`config.mk`:
```
export PLATFORM = sky130hd
export DESIGN_NAME = board_click_decoder
export DESIGN_NICKNAME = d
export VERILOG_FILES = /design/src/rtl/board_click_decoder_pkg.sv /design/src/rtl/board_click_decoder_win_detect.sv /design/src/rtl/board_click_decoder.sv
export SDC_FILE = /design/constraint.sdc
export NUM_CORES = 1
export LEC_CHECK = 0
export CELL_PAD_IN_SITES_DETAIL_PLACEMENT = 1
export CELL_PAD_IN_SITES_GLOBAL_PLACEMENT = 1
export CORE_AREA = 3 3 77 115
export DETAILED_ROUTE_END_ITERATION = 10
export DIE_AREA = 0 0 80 118
export PLACE_DENSITY_LB_ADDON = 0.1
export SYNTH_ARGS = -nofsm -noshare
export SYNTH_HDL_FRONTEND = slang
export SYNTH_SLANG_ARGS = --single-unit
```
`constraint.sdc`:
```
create_clock -name pclk -period 2.65 [get_ports pclk]
set_input_delay 0.53 -clock pclk [delete_from_list [all_inputs] [get_ports pclk]]
set_output_delay 0.53 -clock pclk [all_outputs]
set_load 0.005 [all_outputs]
```
`src/rtl/board_click_decoder_pkg.sv`:
```
// Shared definitions for the board click decoder.
// Holds the square geometry, the FSM state codes, the winner codes and the
// eight win-line masks. It also holds the helpers that map a mouse position
// to a board square.
package board_click_decoder_pkg;

    // Square geometry. Each range is inclusive. Columns 0 and 1 are
    // separated by a one-pixel grid line, and so are columns 1 and 2.
    // Rows are separated by a wider band.
    localparam logic [11:0] COL0_END = 12'd340;
    localparam logic [11:0] COL1_BEG = 12'd342;
    localparam logic [11:0] COL1_END = 12'd683;
    localparam logic [11:0] COL2_BEG = 12'd685;
    localparam logic [11:0] COL2_END = 12'd1023;
    localparam logic [11:0] ROW0_END = 12'd251;
    localparam logic [11:0] ROW1_BEG = 12'd258;
    localparam logic [11:0] ROW1_END = 12'd509;
    localparam logic [11:0] ROW2_BEG = 12'd516;
    localparam logic [11:0] ROW2_END = 12'd767;

    // Index returned when a click lands on a grid line or off the board.
    localparam logic [3:0] SQ_NONE = 4'd15;

    // FSM state encodings.
    localparam logic [2:0] ST_IDLE    = 3'd0;
    localparam logic [2:0] ST_ARMED   = 3'd1;
    localparam logic [2:0] ST_PRESSED = 3'd2;
    localparam logic [2:0] ST_DECODE  = 3'd3;
    localparam logic [2:0] ST_COMMIT  = 3'd4;
    localparam logic [2:0] ST_CHECK   = 3'd5;
    localparam logic [2:0] ST_OVER    = 3'd6;

    typedef enum logic [1:0] {
        WIN_NONE = 2'b00,
        WIN_X    = 2'b01,
        WIN_O    = 2'b10,
        WIN_DRAW = 2'b11
    } winner_e;

    // Bit n-1 stands for square n. Squares are numbered row-major, so
    // square 1 is bit 0 and square 3 (top-right) is bit 2.
    localparam logic [7:0][8:0] WIN_LINES = {
        9'b001_010_100,   // anti-diagonal: squares 3,5,7
        9'b100_010_001,   // diagonal:      squares 1,5,9
        9'b100_100_100,   // right column
        9'b010_010_010,   // middle column
        9'b001_001_001,   // left column
        9'b111_000_000,   // bottom row
        9'b000_111_000,   // middle row
        9'b000_000_111    // top row
    };

    // Returns the slot (0..2) that v falls in on one axis, or 3 when v is
    // on a gap or past the last slot.
    function automatic logic [1:0] axis_slot(
        input logic [11:0] v,
        input logic [11:0] end0,
        input logic [11:0] beg1,
        input logic [11:0] end1,
        input logic [11:0] beg2,
        input logic [11:0] end2
    );
        logic [1:0] slot;
        slot = 2'd3;
        if (v <= end0) begin
            slot = 2'd0;
        end else if (v >= beg1 && v <= end1) begin
            slot = 2'd1;
        end else if (v >= beg2 && v <= end2) begin
            slot = 2'd2;
        end
        return slot;
    endfunction

    function automatic logic [3:0] square_index(
        input logic [11:0] x,
        input logic [11:0] y
    );
        logic [1:0] col;
        logic [1:0] row;
        logic [3:0] idx;
        col = axis_slot(x, COL0_END, COL1_BEG, COL1_END, COL2_BEG, COL2_END);
        row = axis_slot(y, ROW0_END, ROW1_BEG, ROW1_END, ROW2_BEG, ROW2_END);
        if (col == 2'd3 || row == 2'd3) begin
            idx = SQ_NONE;
        end else begin
            idx = ({2'b00, row} * 4'd3) + {2'b00, col};
        end
        return idx;
    endfunction

endpackage

```
`src/rtl/board_click_decoder_win_detect.sv`:
```
// board_win_detect: combinational three-in-a-row check for one player.
// Ports:
//   mask_i       in  9  squares held by the player (bit n-1 = square n)
//   line_found_o out 1  the player holds every square of at least one line
module board_win_detect
    import board_click_decoder_pkg::*;
(
    input  logic [8:0] mask_i,
    output logic       line_found_o
);

    always_comb begin
        line_found_o = 1'b0;
        for (int i = 0; i < 8; i++) begin
            if ((mask_i & WIN_LINES[i]) == WIN_LINES[i]) begin
                line_found_o = 1'b1;
            end
        end
    end

endmodule

```
`src/rtl/board_click_decoder.sv`:
```
// board_click_decoder: input side of the board overlay.
// Turns mouse position and left-button clicks into board occupancy. It also
// alternates the turns and detects a win or a draw.
// Ports:
//   pclk       in   1  pixel clock
//   rst        in   1  synchronous active-high reset
//   xpos/ypos  in  12  mouse position, held stable while the button is down
//   mouse_left in   1  left button level, asynchronous to pclk
//   start_en   in   1  game running; when low the board is cleared
//   choice_en  in   1  colour menu active; game input is frozen
//   square_x   out  9  squares holding X (bit n-1 = square n)
//   square_o   out  9  squares holding O
//   turn       out  1  0 = X to move, 1 = O to move
//   move_done  out  1  one-cycle pulse when a mark is written
//   illegal    out  1  one-cycle pulse for a click on a gap or an occupied square
//   game_over  out  1  level, high until start_en falls
//   winner     out  2  00 none, 01 X, 10 O, 11 draw
//
// state   | meaning
// IDLE    | game not active (stopped or menu open)
// ARMED   | waiting for a button press
// PRESSED | position latched, waiting for release
// DECODE  | mapping latched position to a square index
// COMMIT  | writing the mark or flagging the click illegal
// CHECK   | evaluating the board for win or draw
// OVER    | game finished, clicks ignored
module board_click_decoder
    import board_click_decoder_pkg::*;
(
    input  logic        pclk,
    input  logic        rst,
    input  logic [11:0] xpos,
    input  logic [11:0] ypos,
    input  logic        mouse_left,
    input  logic        start_en,
    input  logic        choice_en,
    output logic [8:0]  square_x,
    output logic [8:0]  square_o,
    output logic        turn,
    output logic        move_done,
    output logic        illegal,
    output logic        game_over,
    output logic [1:0]  winner
);

    logic        ml_meta_q, ml_sync_q, ml_prev_q;
    logic [2:0]  state_q, state_d;
    logic [11:0] x_lat_q, x_lat_d;
    logic [11:0] y_lat_q, y_lat_d;
    logic [3:0]  idx_q, idx_d;
    logic [8:0]  sq_x_q, sq_x_d;
    logic [8:0]  sq_o_q, sq_o_d;
    logic        turn_q, turn_d;
    logic        move_done_q, move_done_d;
    logic        illegal_q, illegal_d;
    logic        game_over_q, game_over_d;
    winner_e     winner_q, winner_d;

    logic        press;
    logic        active;
    logic [8:0]  occupied;
    logic [8:0]  sq_onehot;
    logic        x_line, o_line;

    assign press     = ml_sync_q & ~ml_prev_q;
    assign active    = start_en & ~choice_en;
    assign occupied  = sq_x_q | sq_o_q;
    assign sq_onehot = (idx_q < 4'd9) ? (9'd1 << idx_q) : 9'd0;

    board_win_detect u_win_x (
        .mask_i       (sq_x_q),
        .line_found_o (x_line)
    );

    board_win_detect u_win_o (
        .mask_i       (sq_o_q),
        .line_found_o (o_line)
    );

    always_comb begin
        state_d     = state_q;
        x_lat_d     = x_lat_q;
        y_lat_d     = y_lat_q;
        idx_d       = idx_q;
        sq_x_d      = sq_x_q;
        sq_o_d      = sq_o_q;
        turn_d      = turn_q;
        move_done_d = 1'b0;
        illegal_d   = 1'b0;
        game_over_d = game_over_q;
        winner_d    = winner_q;

        case (state_q)
            ST_IDLE: begin
                if (active) begin
                    state_d = ST_ARMED;
                end
            end
            ST_ARMED: begin
                if (press) begin
                    x_lat_d = xpos;
                    y_lat_d = ypos;
                    state_d = ST_PRESSED;
                end
            end
            ST_PRESSED: begin
                if (!ml_sync_q) begin
                    state_d = ST_DECODE;
                end
            end
            ST_DECODE: begin
                idx_d   = square_index(x_lat_q, y_lat_q);
                state_d = ST_COMMIT;
            end
            ST_COMMIT: begin
                if (sq_onehot == 9'd0 || (sq_onehot & occupied) != 9'd0) begin
                    illegal_d = 1'b1;
                    state_d   = ST_ARMED;
                end else begin
                    if (turn_q) begin
                        sq_o_d = sq_o_q | sq_onehot;
                    end else begin
                        sq_x_d = sq_x_q | sq_onehot;
                    end
                    turn_d      = ~turn_q;
                    move_done_d = 1'b1;
                    state_d     = ST_CHECK;
                end
            end
            ST_CHECK: begin
                // Only one player can have just completed a line, so the
                // X-before-O order matters only for unreachable boards.
                if (x_line) begin
                    winner_d    = WIN_X;
                    game_over_d = 1'b1;
                    state_d     = ST_OVER;
                end else if (o_line) begin
                    winner_d    = WIN_O;
                    game_over_d = 1'b1;
                    state_d     = ST_OVER;
                end else if (&occupied) begin
                    winner_d    = WIN_DRAW;
                    game_over_d = 1'b1;
                    state_d     = ST_OVER;
                end else begin
                    state_d = ST_ARMED;
                end
            end
            ST_OVER: begin
                state_d = ST_OVER;
            end
            default: begin
                state_d = ST_IDLE;
            end
        endcase

        // Stopping the game wipes everything and wins over the menu freeze.
        if (!start_en) begin
            state_d     = ST_IDLE;
            sq_x_d      = 9'd0;
            sq_o_d      = 9'd0;
            turn_d      = 1'b0;
            move_done_d = 1'b0;
            illegal_d   = 1'b0;
            game_over_d = 1'b0;
            winner_d    = WIN_NONE;
        end else if (choice_en && state_q != ST_OVER) begin
            // Drop any in-flight click. A result found in CHECK this cycle
            // still has to land in OVER, or a finished game would be missed.
            sq_x_d      = sq_x_q;
            sq_o_d      = sq_o_q;
            turn_d      = turn_q;
            move_done_d = 1'b0;
            illegal_d   = 1'b0;
            if (!game_over_d) begin
                state_d = ST_IDLE;
            end
        end
    end

    always_ff @(posedge pclk) begin
        if (rst) begin
            ml_meta_q   <= 1'b0;
            ml_sync_q   <= 1'b0;
            ml_prev_q   <= 1'b0;
            state_q     <= ST_IDLE;
            x_lat_q     <= 12'd0;
            y_lat_q     <= 12'd0;
            idx_q       <= SQ_NONE;
            sq_x_q      <= 9'd0;
            sq_o_q      <= 9'd0;
            turn_q      <= 1'b0;
            move_done_q <= 1'b0;
            illegal_q   <= 1'b0;
            game_over_q <= 1'b0;
            winner_q    <= WIN_NONE;
        end else begin
            ml_meta_q   <= mouse_left;
            ml_sync_q   <= ml_meta_q;
            ml_prev_q   <= ml_sync_q;
            state_q     <= state_d;
            x_lat_q     <= x_lat_d;
            y_lat_q     <= y_lat_d;
            idx_q       <= idx_d;
            sq_x_q      <= sq_x_d;
            sq_o_q      <= sq_o_d;
            turn_q      <= turn_d;
            move_done_q <= move_done_d;
            illegal_q   <= illegal_d;
            game_over_q <= game_over_d;
            winner_q    <= winner_d;
        end
    end

    assign square_x  = sq_x_q;
    assign square_o  = sq_o_q;
    assign turn      = turn_q;
    assign move_done = move_done_q;
    assign illegal   = illegal_q;
    assign game_over = game_over_q;
    assign winner    = winner_q;

endmodule

```
==> results.rst <==
.. list-table::
   :header-rows: 1

   * - Metric
     - Value
   * - Type of the worst setup path
     - flop to flop
   * - Share of cells above drive strength 1
     - 0.09828
   * - Setup-failing EPs final
     - 0
   * - Combined buffer and inverter count along the critical path
     - 2
   * - Worst setup path endpoint
     - idx_q[2]$_SDFFE_PP1P_
   * - Library cell contributing the largest single delay on the critical path
     - sky130_fd_sc_hd__fa_1
   * - Cell area power density
     - 538.9 mW/mm^2
   * - Top_reg_cell synth
     - sky130_fd_sc_hd__dfxtp_1
   * - Cell Count, Final, Fillers Out
     - between 500 and 600
   * - Inst Count DP
     - approximately 500
   * - Nets
     - about 440
   * - Most area-consuming cells after synthesis
     - sky130_fd_sc_hd__dfxtp_1 42%, sky130_fd_sc_hd__nand2_1 8.2%, sky130_fd_sc_hd__a21oi_1 6.5%
   * - Number of iterations in the first detailed-routing pass
     - 4
   * - Number of H-tree branching levels
     - 3
   * - Period Utilization, post-route
     - 0.9932
   * - Number of cell rows
     - 40
   * - Number of enable-type register cells in the synthesized netlist
     - 0
   * - Kind of end point of the critical path
     - flop
   * - Share of synthesized registers carrying an async set or reset
     - 0
   * - Area growth, synth to finish
     - 37.58%
   * - Remaining global-route overflow
     - 0
   * - Number of cells on the worst reg-to-reg path
     - 10
   * - Endpoint of the worst register-to-register path
     - idx_q[2]$_SDFFE_PP1P_
   * - Count of state elements after synthesis
     - 57
   * - Post-synth net total
     - 371
   * - Final Critical Period
     - 2.632 ns
   * - CTS tree
     - yes
   * - First-pass GRT wire length
     - 12780 um
   * - Post-synthesis cell type with the largest combined area
     - sky130_fd_sc_hd__dfxtp_1
   * - Total vias in the final route
     - 2736
   * - Synth Cell Area
     - 0.002690 sq mm
   * - Run status
     - complete, no violations
   * - Top cell type's share of synthesized area
     - 0.4242
   * - Clock root buffer master
     - sky130_fd_sc_hd__clkbuf_16
   * - Total of buffers placed on input and output ports
     - a little over 50
   * - Relative slew slack
     - 0.4652
   * - Largest net degree at the start of global routing
     - 25
   * - Starting density of the core
     - 0.3359
   * - Initial antenna violation count
     - 0
   * - Worst stage delay on the critical path
     - ~0.48 ns
   * - Largest voltage drop on the vdd net
     - 0.3986 mV
   * - Post-route DRC violation count
     - 0
   * - Minimum setup slack among reg-to-reg paths
     - 0.02 ns
   * - Synth Instances
     - 337
   * - Core outline area
     - 0.008008 sq mm
   * - Final core area utilization
     - 0.4622
   * - Cell count along the critical path
     - 10
   * - Worst setup path startpoint
     - x_lat_q[5]$_SDFFE_PP0P_
   * - Post-DRT Antenna Nets
     - 0
   * - Unrepaired setup endpoints after global routing
     - yes
   * - Final Hold Violating Endpoints
     - 0
   * - Global-route usage over all layers
     - 0.1756
   * - First-iteration detailed-routing DRC count
     - 100
   * - Crit Reg-Reg Startpoint
     - x_lat_q[5]$_SDFFE_PP0P_
   * - GP Congestion
     - 0.7942
   * - Leading cell type by number of instances after synthesis
     - sky130_fd_sc_hd__nand2_1
   * - Pins Over Slew Limit
     - 0
   * - Required time of the critical path
     - 2.90 ns
   * - Longest Clk Path Bufs
     - 2
   * - Final-layout setup total negative slack
     - 0 ns
   * - Top Ports
     - between 50 and 60
   * - Die width
     - 80 um
   * - Number of hold buffers added after CTS
     - 0
   * - CP top delay family
     - adder cells
   * - Number of clock sinks
     - 57
   * - Count of antenna diodes in the layout
     - 0
   * - Most frequent cells after synthesis
     - 59 x sky130_fd_sc_hd__nand2_1, 57 x sky130_fd_sc_hd__dfxtp_1, 38 x sky130_fd_sc_hd__nor2_1
   * - Arrival time at the worst endpoint
     - 2.89 ns
   * - Mean number of vias per cell
     - around 5.3
   * - Critical path startpoint category
     - flop
   * - Highest attainable clock frequency
     - 379.9 MHz
   * - Number of cells traversed by the worst hold path
     - 1
   * - Sequence of cells on the critical path
     - and4bb_1 -> and3_1 -> o31a_2 -> a41o_1 -> fa_1 -> inv_1 -> ha_1 -> inv_1 -> fa_1 -> a21oi_1
   * - Clock transition at the registers of the reported paths
     - 0.05 ns
   * - Type of the tightest min-delay check
     - flop to flop
   * - Max-Cap Viols
     - 0
   * - Crit Path Max Fanout
     - 3
   * - Synthesis warning total
     - 0
   * - Seq/Total Area, Yosys
     - 0.4242
   * - Leakage power summed over all cells
     - ~1.3 nW
   * - Insertion delay of the later-clocked pin in the worst-skew pair
     - 0.32 ns
   * - Num CTS Buffers
     - 9
   * - Total wire length after detailed routing
     - 7931 um
   * - Transition time at the pin with the least slew margin
     - 0.8022 ns
   * - Die Outline Area
     - 0.009440 sq mm
   * - Final routed wire length divided by cell count
     - roughly 15 um
   * - Worst-case clock skew
     - 0.003704 ns
   * - Netlist cell types
     - 46
   * - Number of global-route vias before repair
     - 2715
   * - Post-Synthesis Mean Instance Area
     - about 8 sq um
   * - Vertical die dimension
     - 118 um
   * - HPWL after detailed placement
     - approximately 6000 um
registers in the layout, indices dropped and copies added, names as in the netlist, 2 cells and up:
| name | count |
|---|---|
| x_lat_q | 12 |
| y_lat_q | 11 |
| square_o | 9 |
| square_x | 9 |
| idx_q | 4 |
| state_q | 3 |
| winner | 2 |
worst min path at each step:
stage	startpoint	end	slack, ns
detailed placement	ml_meta_q$_SDFF_PP0_	ml_sync_q$_SDFF_PP0_	0.43
finish	ml_meta_q$_SDFF_PP0_	ml_sync_q$_SDFF_PP0_	0.44
floorplan	ml_meta_q$_SDFF_PP0_	ml_sync_q$_SDFF_PP0_	0.41
global route	ml_meta_q$_SDFF_PP0_	ml_sync_q$_SDFF_PP0_	0.46
global placement	ml_meta_q$_SDFF_PP0_	ml_sync_q$_SDFF_PP0_	0.42
CTS	ml_meta_q$_SDFF_PP0_	ml_sync_q$_SDFF_PP0_	0.44
routing by layer:
metal | wire length (um) | vias to the layer above | GRT usage | part of all wire
li1 | - | 1342 | - | -
met1 | 3046 | 1309 | 0.1803 | 0.38
met2 | 4370 | 64 | 0.3221 | 0.55
met3 | 245 | 21 | 0.03522 | 0.031
met4 | 268 | 0 | 0.09197 | 0.034
met5 | 0 | - | 0 | 0
timing repair:
action	CTS	global route
pin swaps	0	1
setup buffers	0	1
endpoints found under the setup margin	1	1
resized for setup	1	2
report_power, final:
part	switching, W	internal, W	total, W
sequential	0.00000196	0.000862	0.000864
combinational	0.0000291	0.0000456	0.0000746
clock	0.000379	0.000677	0.00106
total	0.000410	0.00158	0.00199
stage by stage:
step	hold slack, ns	power, W	area (sq um)	setup WS, ns
floorplan	0.4138	0.0009039	2690	0.03563
global placement	0.4238	0.0009550	3415	0.04334
detailed placement	0.4342	0.0009564	3415	0.01176
CTS	0.4448	0.002026	3691	0.007264
global route	0.4638	0.002077	3701	-0.06447
finish	0.4394	0.001994	3701	0.01802
cell families (layout without fill, tap and decap cells):
family | Yosys count | in the layout | synth area share
AND/OR/NAND/NOR | 148 | 148 | 0.2586
AO/OA/AOI/OAI | 100 | 100 | 0.2400
flip-flops | 57 | 57 | 0.4242
buffers and inverters | 24 | 94 | 0.03721
adder cells (fa/ha/maj) | 5 | 5 | 0.02884
multiplexers | 3 | 3 | 0.01116
area by class of cell:
class,instances,area [sq um]
Sequential cell,57,1145
Clock inverter,3,15.01
Inverter,8,30.03
Timing Repair Buffer,70,653.1
Multi-Input combinational cell,256,1466
Tap cell,105,131.4
Clock buffer,13,260.3
Fill cell,1010,4307
cells in the final DEF (no fill, tap or decap), drive strengths merged, types with 2 or more instances in the layout:
cell / instances
inv: 8
a21oi: 35
and4bb: 2
ha: 3
o31a: 2
mux2i: 3
buf: 19
a311oi: 2
or4: 3
dfxtp: 57
nor2: 38
and3: 2
a211oi: 4
nand2: 59
nor3: 9
o211ai: 4
clkbuf: 13
nand2b: 9
nor4: 3
a22oi: 5
clkinv: 3
o22a: 3
a2111oi: 2
a41oi: 2
nand3: 3
nor3b: 2
a22o: 8
clkdlybuf4s50: 51
nor2b: 9
or3: 3
o21ai: 12
o22ai: 2
fa: 2
a31oi: 16
nand4: 2
No activity file was read; power rests on OpenSTA's default activity.
